<file path="src/rtl/fetch_pc_unit.sv">
// fetch_pc_unit: PC, IR and MDR holding stage of the multicycle MIPS datapath.
// Applies the PC-update strobes from control_unit, decodes the IR fields
// and keeps retired-instruction / taken-branch debug counters.
module fetch_pc_unit #(
  parameter logic [31:0] RESET_PC  = 32'h0000_0000,
  parameter int          CNT_WIDTH = 32
) (
  input  logic                 clk,
  input  logic                 rst,
  input  logic                 PCWrite,
  input  logic                 BEQ,
  input  logic                 BNE,
  input  logic [1:0]           PCSrc,
  input  logic                 IRWrite,
  input  logic                 Zero,
  input  logic [31:0]          ALUResult,
  input  logic [31:0]          ALUOut,
  input  logic [31:0]          MemRdata,
  input  logic                 CntClr,
  output logic [31:0]          PC,
  output logic [31:0]          Instr,
  output logic [5:0]           Opcode,
  output logic [5:0]           Funct,
  output logic [4:0]           Rs,
  output logic [4:0]           Rt,
  output logic [4:0]           Rd,
  output logic [15:0]          Imm16,
  output logic [31:0]          MDR,
  output logic                 Misaligned,
  output logic [CNT_WIDTH-1:0] InstrCount,
  output logic [CNT_WIDTH-1:0] BranchCount
);

  localparam logic [CNT_WIDTH-1:0] CNT_ONE = {{(CNT_WIDTH-1){1'b0}}, 1'b1};

  logic [31:0]          r_pc;
  logic [31:0]          r_ir;
  logic [31:0]          r_mdr;
  logic                 r_mis;
  logic [CNT_WIDTH-1:0] r_icnt;
  logic [CNT_WIDTH-1:0] r_bcnt;

  logic                 w_taken;
  logic                 w_pc_en;
  logic                 w_pc_load;
  logic [31:0]          w_next_pc;

  // Branch resolution; BEQ and BNE together always resolve taken.
  assign w_taken = (BEQ & Zero) | (BNE & ~Zero);
  assign w_pc_en = PCWrite | w_taken;
  // PCSrc=11 is reserved: PC and Misaligned both hold even with pc_en.
  assign w_pc_load = w_pc_en & (PCSrc != 2'b11);

  // Next-PC mux; jump target uses current PC and IR, before this edge's updates.
  always_comb begin
    w_next_pc = r_pc;
    unique case (PCSrc)
      2'b00:   w_next_pc = ALUResult;
      2'b01:   w_next_pc = ALUOut;
      2'b10:   w_next_pc = {r_pc[31:28], r_ir[25:0], 2'b00};
      default: w_next_pc = r_pc;
    endcase
  end

  // PC register and sticky misalignment flag (cleared only by reset).
  always_ff @(posedge clk or negedge rst) begin
    if (!rst) begin
      r_pc  <= RESET_PC;
      r_mis <= 1'b0;
    end else if (w_pc_load) begin
      r_pc <= w_next_pc;
      if (w_next_pc[1:0] != 2'b00) r_mis <= 1'b1;
    end
  end

  // IR loads on IRWrite; MDR captures memory read data every cycle.
  always_ff @(posedge clk or negedge rst) begin
    if (!rst) begin
      r_ir  <= 32'h0;
      r_mdr <= 32'h0;
    end else begin
      r_mdr <= MemRdata;
      if (IRWrite) r_ir <= MemRdata;
    end
  end

  // Debug counters; clear wins over a same-cycle increment, both wrap.
  always_ff @(posedge clk or negedge rst) begin
    if (!rst) begin
      r_icnt <= '0;
      r_bcnt <= '0;
    end else if (CntClr) begin
      r_icnt <= '0;
      r_bcnt <= '0;
    end else begin
      if (IRWrite) r_icnt <= r_icnt + CNT_ONE;
      if (w_taken) r_bcnt <= r_bcnt + CNT_ONE;
    end
  end

  // Field decode always comes from the IR register, never from MemRdata.
  assign PC          = r_pc;
  assign Instr       = r_ir;
  assign Opcode      = r_ir[31:26];
  assign Rs          = r_ir[25:21];
  assign Rt          = r_ir[20:16];
  assign Rd          = r_ir[15:11];
  assign Funct       = r_ir[5:0];
  assign Imm16       = r_ir[15:0];
  assign MDR         = r_mdr;
  assign Misaligned  = r_mis;
  assign InstrCount  = r_icnt;
  assign BranchCount = r_bcnt;

endmodule
</file>
<file path="config.mk">
export PLATFORM = sky130hd
export DESIGN_NAME = fetch_pc_unit
export DESIGN_NICKNAME = d
export VERILOG_FILES = /design/src/rtl/fetch_pc_unit.sv
export SDC_FILE = /design/constraint.sdc
export NUM_CORES = 1
export LEC_CHECK = 0
export ABC_AREA = 1
export BUFFER_PORTS_ARGS = -buffer_cell sky130_fd_sc_hd__buf_2
export CAP_MARGIN = 25
export CORE_ASPECT_RATIO = 1.4
export CORE_MARGIN = 2
export CORE_UTILIZATION = 40
export CTS_CLUSTER_DIAMETER = 80
export DETAILED_ROUTE_END_ITERATION = 10
export PLACE_DENSITY = 0.66
export SYNTH_ARGS = -nofsm -noshare
export SYNTH_HDL_FRONTEND = slang
export SYNTH_SLANG_ARGS = --single-unit
export TNS_END_PERCENT = 50
</file>
<file path="constraint.sdc">
create_clock -name clk -period 2.11 [get_ports clk]
set_input_delay 0.3165 -clock clk [delete_from_list [all_inputs] [get_ports clk]]
set_output_delay 0.3165 -clock clk [all_outputs]
set_load 0.005 [all_outputs]
</file>
# Word level (Yosys, flattened, before mapping)
# Cells that the tools add are included.
# classes
add_sub_neg	2
n_mux	5
reduce_logical	9
n_eq_ne	3
bitwise_logic	7
# ops
cell	n
$mux 32	4
$pmux 32 s3	1
$add 32x1->32 const B	2
$reduce_bool 2->1	4
$reduce_and 2->1	2
$and 1x1->1	3
$reduce_and 3->1	1
$reduce_bool 3->1	1
$eq 2x1->1 const B	1
$eq 2x2->1 const B	1
$logic_not 2->1	1
$ne 2x2->1 const B	1
$not 1->1	2
$or 1x1->1	2
# word_totals
regBits	161
inputBits	106
wordCells	34

# Longest topological paths before layout
# Gate-level depths: netlist of run 1.
# depth
word_depth	6
ltp_mapped	11

# Worst setup path before layout of run 1
# Ideal clock, no wire load.
# synth_timing
path_kind	register to register
start	register r_icnt[0], in the netlist InstrCount[0]
end	register r_icnt[26], in the netlist InstrCount[26]
setup_slack_ps	711
path_buffers	0
path_stages_with_launch	9
arrival_ps	1280
path_cell_list	dfrtp_1 -> ha_1 -> nand3_1 -> nor2_1 -> nand2_1 -> nor2_4 -> nand3_1 -> nand2_1 -> nor2_1
# synth_between
elab_chain_len	3
# synth_rtl
item	line_no	source
start, declared	40	logic [CNT_WIDTH-1:0] r_icnt;
start signal, assigned	96	if (IRWrite) r_icnt <= r_icnt + CNT_ONE;
$add 32x1->32	96	
$mux 32	96	
$mux 32	92	end else if (CntClr) begin
# No other way between the ends. The select of a mux whose other input is x is not followed.
# A chain may end at the register's enable or synchronous reset.

# Worst setup path after layout of run 1
# layout_timing
start	register r_bcnt[0], in the netlist BranchCount[0]
end	register r_bcnt[26], in the netlist BranchCount[26]
# layout_between
elab_chain_len	3
# layout_rtl
item	line_no	source
start, declared	41	logic [CNT_WIDTH-1:0] r_bcnt;
start signal, assigned	97	if (w_taken) r_bcnt <= r_bcnt + CNT_ONE;
$add 32x1->32	97	
$mux 32	97	
$mux 32	92	
# No other way between the ends. The select of a mux whose other input is x is not followed.

==> results of run 1 <==
[cell usage in the layout, fill, tap and decap left out, types with 2 or more instances in the layout]
cell type	instances
a211oi_1	2
a21oi_1	68
a22o_1	5
and2_1	4
and3_1	2
buf_12	3
buf_2	308
buf_4	15
clkbuf_1	2
clkbuf_16	17
clkbuf_8	3
clkinv_4	3
clkinvlp_4	3
dfrtp_1	161
dlygate4sd3_1	12
ha_1	2
inv_1	59
inv_2	2
inv_6	2
nand2_1	368
nand2_2	4
nand3_1	48
nand3_2	2
nand3b_1	3
nand4_1	5
nor2_1	114
nor2_2	7
nor2_4	12
nor3_1	2
o21ai_0	43
[stage by stage]
step | instances | total power [mW]
after floorplan | 993 | 3.86
after global placement | 1496 | 4.31
after detailed placement | 1496 | 4.33
after CTS | 1537 | 7.36
after global routing | 1540 | 7.61
final | 1541 | 7.27
[where the power goes]
group	internal, mW	total (mW)	switching [mW]
Clock	1.73	2.99	1.26
Combinational	0.389	0.878	0.488
Sequential	3.26	3.40	0.137
[what timing repair did]
item	CTS	global route
hold endpoints to repair	45	3
setup endpoints to repair	0	0
setup buffers	0	0
hold buffers	9	3
gates resized for setup	0	0
[cell type report]
cell class              instances  area share, %
diodes                          1         0.0248
clock buffers                  22           4.71
clock inverters                10           1.01
inverters                      62           2.31
multi-input cells             698           30.5
flip-flops and latches        161           40.0
well taps                     248           3.08
repair buffers                339           18.3
[cells by family (layout without fill, tap and decap cells)]
kind of cell	after synthesis	after routing	share of synthesized area (%)
xor gates and xnor gates	1	1	0.112
AOI/OAI and AO/OA	123	123	8.31
other	0	1	0
and+or+nand+nor	572	572	30.6
DFF	161	161	51.7
adders and majority gates	2	2	0.321
buffers and inverters	134	433	8.99
[path summary, 6_finish.rpt]
check / endpoint / from / slack [ps]
min in group asynchronous: MDR[8]$_DFF_PN0_ / rst / 390
max in group asynchronous: InstrCount[14]$_DFFE_PN0P_ / rst / 1060
worst min register to register: PC[12]$_DFFE_PN0P_ / PC[12]$_DFFE_PN0P_ / 480
worst max register to register: BranchCount[26]$_DFFE_PN0P_ / BranchCount[0]$_DFFE_PN0P_ / 500
worst min-delay path: MDR[11]$_DFF_PN0_ / MemRdata[11] / 20
worst max-delay path: BranchCount[26]$_DFFE_PN0P_ / BranchCount[0]$_DFFE_PN0P_ / 500
[worst register-to-register path: cells and delay by family, from the launching register on]
family / cells / cell delay, ps
and+or+nand+nor: 7 / 890
adders and majority gates: 1 / 200
DFF: 1 / 410
[sequential cells by signal (all words and copies together), names as in the netlist]
register     flops
BranchCount     32
Instr           32
InstrCount      32
MDR             32
Misaligned       1
PC              32
[layer usage]
metal,routed length [um],GRT usage (%),vias up
met2,11600,39.3,238
li1,-,-,3663
met3,1440,4.91,43
met5,13,0,-
met4,722,9.55,2
met1,9150,25.9,3425
==> run summary, run 1 <==
status = complete, no violations
TritonCTS Buffers = 17
Starting Density = 40.7%
most area-consuming cells after synthesis = dfrtp_1 52%, nand2_1 18%, nor2_1 5.5%
Mean Syn Cell Area = 7.85 um^2
footprint of the multi-input gates = 0.00308 mm^2
antenna viol nets, final = 0
drt first pass iters = 4
Crit path max-delay family = simple AND/OR/NAND/NOR gates
count leader, synth = nand2_1
Root Buffer = clkbuf_16
vias in the first global route = 7088
Die Area = 0.0206 mm^2
Clock Path Buffers = 2
VDD IR-drop max = 0.401 mV
WL/cell = 14.9 um
Tmin final = 1610 ps
share of cells above drive strength 1 = 29.9%
H-tree levels = 4
gp weighted congestion = 0.865
worst slew pin tran = 467 ps
Cells after Synth = 993
Final WS setup = 503 ps
total leakage power = 5.35 nW
final core occ = 52.6%
die height = 169 um
r2r worst-path depth = 8
largest net degree at the start of global routing = 47
Worst setup SP type = flop
IO Pins = 310
# DRC = 0
Die X = 122 um
crit-path cells = ha_1 > nand2_1 > nor2_2 > nand3_1 > nor2_4 > nand3_1 > nand2_1 > nor2_1
Post-Route Skew = 9.91 ps
drt via density = 4.78
row cnt = 60
cell taking the most area after synthesis = dfrtp_1
# clock sinks = 161
crit path max-delay cell type = dfrtp_1
worst-path fanout max = 8
Tcrit/Tclk final = 76.1%
final setup TNS = 0 ps
fillers = 1852
IO buf count = 309
top_reg_cell synth = dfrtp_1
Synth cell types = 33
sequential cell area = 0.00403 mm^2
Critical Path RT = 2420 ps
final setup fails = 0
Detail Placement HPWL = 17200 um
P per Cell Area = 721 mW/mm^2
Max Cap Violations = 0
Setup Crit Path Kind = reg -> reg
vias post-DR = 7371
first-pass GRT wire length = 35900 um
slew margin rel. = 68.8%
global-route total usage across every layer = 22.3%
critical path depth = 8
area of the mapped netlist = 0.00779 mm^2
Layout area overhead = 29.2%
part of the Yosys area used for sequential elements = 51.7%
worst stage delay on the critical path = 410 ps
Yosys Warn Count = 0
initial antenna violation count = 2
drt total wl = 22900 um
number of synthesized register bits = 161
CP arrival = 1920 ps
clock-pin slew on the worst setup and hold paths = 60 ps
worst hold slack = 22.7 ps
Async SR Flop Fraction = 100%
Hold/Removal Path Class = in -> reg
final-stage net count = 1387
Slew Limit Fails = 0
final hold violations = 0
post-route cell area = 0.0101 mm^2
RSZ-0062 raised after global routing = no
core area = 0.0191 mm^2
Net Count, Synth = 1101
Commonest cells post-synth = 368 x nand2_1, 161 x dfrtp_1, 115 x nor2_1
Post-synth EDFFs = 0
top cell type's share of synthesized area = 51.7%
placed cell areas = 0.00937 mm^2
crit path buf inv count = 0
Achievable Freq = 622 MHz
Post-Place Setup Slack = 459 ps
CTS tree = done
gr ovfl total = 0
critical path capture point type = flop
Clock Latency Late Sink = 420 ps
hold path cells = 1
DR iter-0 viols = 368
No activity file was read; power rests on OpenSTA's default activity.
==> inputs of run 2 (changes only) <==
==> constraint.sdc (replaced) <==
create_clock -name clk -period 1.5 [get_ports clk]
set_input_delay 0.225 -clock clk [delete_from_list [all_inputs] [get_ports clk]]
set_output_delay 0.225 -clock clk [all_outputs]
set_load 0.005 [all_outputs]
==> run summary, run 2 (same netlist as run 1, synthesis figures left out) <==
drt total wl = 23500 um
Max Cap Violations = 0
Net Sw Frac = 25.5%
share of cells above drive strength 1 = 33.1%
Starting Density = 40.7%
Die X = 122 um
DR iter-0 viols = 352
TritonCTS Buffers = 17
P per Cell Area = 991 mW/mm^2
crit path max-delay cell type = dfrtp_1
final hold violations = 0
Clock Latency Late Sink = 420 ps
critical path capture point type = flop
clock share of power = 42.1%
Detail Placement HPWL = 17300 um
vias in the first global route = 7113
routed length on met1 = 9180 um
gp weighted congestion = 0.880
WL met3 = 1590 um
global-route total usage across every layer = 22.5%
Internal = 7.89 mW
Total Power = 10.6 mW
clock-pin slew on the worst setup and hold paths = 70 ps
WL/cell = 14.8 um
# clock sinks = 161
worst-path fanout max = 8
Logic pwr share = 12.8%
final core occ = 55.8%
worst slew pin tran = 337 ps
H-tree levels = 4
FF-to-FF setup slack = -10 ps
largest net degree at the start of global routing = 51
Hold/Removal Path Class = in -> reg
worst hold slack = 101 ps
Die Area = 0.0206 mm^2
Post-Route Skew = 16.6 ps
CTS tree = done
initial antenna violation count = 2
commonest non-fill, non-tap cell in the layout = nand2_1
Top Layer Used = met5
vias post-DR = 7647
violated checks = negative setup slack
antenna viol nets, final = 0
Net Sw Power = 2.70 mW
crit-path cells = buf_6 > nand2_2 > nor2_4 > nand3_4 > nor2_4 > nand3_1 > nand2_1 > nor2_1
status = complete, but fails checks
final setup fails = 1
slew margin rel. = 77.5%
Clock Path Buffers = 2
Critical Path RT = 1810 ps
Met2 Routed Length = 11900 um
sequential group share of total power = 45.1%
die height = 169 um
commonest non-fill, non-tap cells in the layout = 363 x nand2_1, 308 x buf_2, 158 x dfrtp_1, 99 x nor2_1, 68 x a21oi_1
gr ovfl total = 0
IO buf count = 309
VDD IR-drop max = 0.552 mV
IO Pins = 310
Setup Crit Path Kind = reg -> reg
Post-Place Setup Slack = -35.4 ps
# DRC = 0
worst stage delay on the critical path = 430 ps
Final WS setup = -14.5 ps
RSZ-0062 raised after global routing = yes
drt via density = 4.82
most used cell, CP = nor2_4
Tcrit/Tclk final = 101%
Tmin final = 1510 ps
Slew Limit Fails = 0
Achievable Freq = 660 MHz
final-stage net count = 1431
Root Buffer = clkbuf_16
core area = 0.0191 mm^2
Worst setup SP type = flop
first-pass GRT wire length = 36400 um
row cnt = 60
Layout area overhead = 37.1%
CP arrival = 1830 ps
drt first pass iters = 5
final setup TNS = -14.5 ps
total leakage power = 5.62 nW
run 2: cell count changes in the layout (fill, tap and decap cells not counted), sizes merged, moves of 3 or more:
cell         delta
dlygate4sd3    +21
clkinvlp        -3
buf            +23
clkbuf          -3
run 2: path summary, 6_finish.rpt:
path / start / endpoint / depth (start not counted)
setup / recovery: BranchCount[1]$_DFFE_PN0P_ / BranchCount[23]$_DFFE_PN0P_ / 8
hold / removal: CntClr / InstrCount[0]$_DFFE_PN0P_ / 2
setup reg to reg: BranchCount[1]$_DFFE_PN0P_ / BranchCount[23]$_DFFE_PN0P_ / 8
hold reg to reg: PC[0]$_DFFE_PN0P_ / PC[0]$_DFFE_PN0P_ / 2
max in group asynchronous: rst / PC[1]$_DFFE_PN0P_ / 3
min in group asynchronous: rst / MDR[7]$_DFF_PN0_ / 2
run 2: critical path: cells and delay by family, from the launching register on:
kind	cells	cell delay (ps)
flip-flops	1	430
buffers and inverters	1	130
AND/OR/NAND/NOR	7	860
run 2: power groups by stage:
stage               registers (mW)  clock network [mW]  logic, mW
floorplan                     4.86                   0      0.569
global placement              4.84                   0       1.26
detailed placement            4.85                   0       1.27
CTS                           4.77                4.55       1.35
global route                  4.80                4.74       1.53
finish                        4.78                4.46       1.36
run 2: per-stage QoR:
step                      cells  area [um^2]
after floorplan             993         7790
after global placement     1511         9540
after detailed placement   1511         9540
after CTS                  1578        10500
after global routing       1584        10700
final                      1585        10700
run 2: cell type report:
| class | count | area, um^2 |
|---|---|---|
| antenna | 1 | 2.50 |
| clock buffer | 19 | 443 |
| clock inverter | 13 | 155 |
| fill | 1838 | 8450 |
| inverter | 62 | 233 |
| multi-input combinational | 698 | 3230 |
| sequential | 161 | 4030 |
| tap | 248 | 310 |
| timing repair buffer | 383 | 2290 |
run 2: what timing repair did:
item | CTS | global route
gates resized for setup | 1 | 44
pin swaps | 0 | 16
setup buffers | 2 | 6
hold buffers | 33 | 0
endpoints found under the hold margin | 97 | 0
setup endpoints to repair | 7 | 40
run 2: routing by layer:
metal | global-route usage, % | vias to the layer above
li1 | - | 3761
met1 | 25.5 | 3586
met2 | 39.2 | 247
met3 | 6.25 | 51
met4 | 10.0 | 2
met5 | 0 | -
==> inputs of run 3 (changes only) <==
--- a/config.mk
+++ b/config.mk
@@ -6,7 +6,7 @@
 export NUM_CORES = 1
 export LEC_CHECK = 0
 export ABC_AREA = 1
-export BUFFER_PORTS_ARGS = -buffer_cell sky130_fd_sc_hd__buf_2
+export BUFFER_PORTS_ARGS = -buffer_cell sky130_fd_sc_hd__buf_4
 export CAP_MARGIN = 25
 export CORE_ASPECT_RATIO = 1.4
 export CORE_MARGIN = 2
==> run summary, run 3 (same netlist as run 1, synthesis figures left out) <==
status = complete, no violations
vias in the first global route = 7397
worst-path fanout max = 4
worst slew pin tran = 454 ps
commonest non-fill, non-tap cells in the layout = 365 x nand2_1, 337 x buf_4, 156 x dfrtp_1, 101 x nor2_1, 68 x a21oi_1
VDD IR-drop max = 0.595 mV
gr ovfl total = 0
Root Buffer = clkbuf_16
non-filler cells, final = 1579
gp weighted congestion = 0.897
Layout area overhead = 46.8%
worst stage delay on the critical path = 350 ps
Achievable Freq = 695 MHz
final-stage net count = 1425
total leakage power = 5.72 nW
Max Cap Violations = 0
Cells after DPL = 1510
Post-Route Skew = 10.1 ps
commonest non-fill, non-tap cell in the layout = nand2_1
Final WS setup = 61.2 ps
placed cell areas = 0.0103 mm^2
critical path capture point type = flop
# DRC = 0
final hold violations = 0
Post-Place Setup Slack = 20.7 ps
final setup fails = 0
IO buf count = 309
Clock Latency Late Sink = 430 ps
die height = 169 um
Die X = 122 um
row cnt = 60
core area = 0.0191 mm^2
most used cell, CP = nand2_1
drt first pass iters = 4
drt total wl = 24100 um
slew margin rel. = 69.8%
Clock Path Buffers = 2
Slew Limit Fails = 0
CTS tree = done
Critical Path RT = 1860 ps
CP arrival = 1800 ps
RSZ-0062 raised after global routing = yes
Detail Placement HPWL = 17900 um
post-route cell area = 0.0114 mm^2
global-route total usage across every layer = 23.3%
Tcrit/Tclk final = 95.9%
crit path buf inv count = 2
Hold/Removal Path Class = in -> reg
crit path max-delay cell type = dfrtp_1
WL/cell = 15.3 um
H-tree levels = 4
crit-path cells = ha_2 > nand2_2 > nor2_4 > nand3_2 > nor2_2 > buf_4 > nand2_1 > nand2_1 > inv_1 > nor2_1
initial antenna violation count = 2
fillers = 1807
Starting Density = 40.7%
TritonCTS Buffers = 17
largest net degree at the start of global routing = 51
vias post-DR = 7551
DR iter-0 viols = 397
antenna viol nets, final = 0
clock-pin slew on the worst setup and hold paths = 70 ps
# clock sinks = 161
Die Area = 0.0206 mm^2
P per Cell Area = 961 mW/mm^2
drt via density = 4.78
first-pass GRT wire length = 37400 um
Setup Crit Path Kind = reg -> reg
share of cells above drive strength 1 = 33.1%
IO Pins = 310
Crit path max-delay family = simple AND/OR/NAND/NOR gates
Tmin final = 1440 ps
Worst setup SP type = flop
-- run 3: changes by cell type in the layout (fill, tap and decap cells not counted), sizes merged --
| cell | change |
|---|---|
| clkinv | -5 |
| buf | -6 |
| clkinvlp | +5 |
-- run 3: per-stage QoR --
stage / utilization (%) / power, mW / setup TNS (ps) / hold WS, ps
after floorplan: - / 5.42 / 0 / -70.6
after global placement: 53.7 / 6.39 / 0 / 179
after detailed placement: 53.7 / 6.42 / 0 / 175
after CTS: 58.7 / 11.1 / 0 / 35.4
after global routing: 59.8 / 11.5 / -546 / 47.3
final: 59.8 / 11.0 / 0 / 44.8
-- run 3: layer usage --
layer	GRT usage (%)	share of wire (%)	routed length [um]	up-vias
li1	-	-	-	3746
met1	26.3	39	9420	3543
met2	43.0	53	12700	225
met3	4.91	6.0	1450	35
met4	8.05	2.1	503	2
met5	0	0.054	13	-
-- run 3: cell type report --
cell class	instances	area, um^2	share of cell area (%)
inverters	62	233	2.03
diodes	1	2.50	0.0219
clock buffers	19	453	3.96
clock inverters	13	174	1.52
well taps	248	310	2.71
multi-input cells	698	3240	28.3
repair buffers	377	2990	26.1
flip-flops and latches	161	4040	35.3
-- run 3: worst paths after layout --
path                                            start                     endpoint  slack, ps  depth (start not counted)
setup / recovery           BranchCount[1]$_DFFE_PN0P_  BranchCount[20]$_DFFE_PN0P_         60                         10
hold / removal                                 CntClr    InstrCount[0]$_DFFE_PN0P_         40                          2
setup reg to reg           BranchCount[1]$_DFFE_PN0P_  BranchCount[20]$_DFFE_PN0P_         60                         10
hold reg to reg                Misaligned$_DFFE_PN0P_       Misaligned$_DFFE_PN0P_        480                          1
max in group asynchronous                         rst    InstrCount[5]$_DFFE_PN0P_        610                          3
min in group asynchronous                         rst            MDR[16]$_DFF_PN0_        280                          2
-- run 3: where the power goes --
group          switching [mW]  internal [mW]
logic                   0.737          0.876
registers               0.200           4.59
clock network            1.86           2.74
-- run 3: what timing repair did --
item | 4_1_cts | 5_1_grt
setup endpoints to repair | 0 | 39
setup buffers | 0 | 3
hold endpoints to repair | 75 | 0
hold buffers | 33 | 0
gates resized for setup | 0 | 50
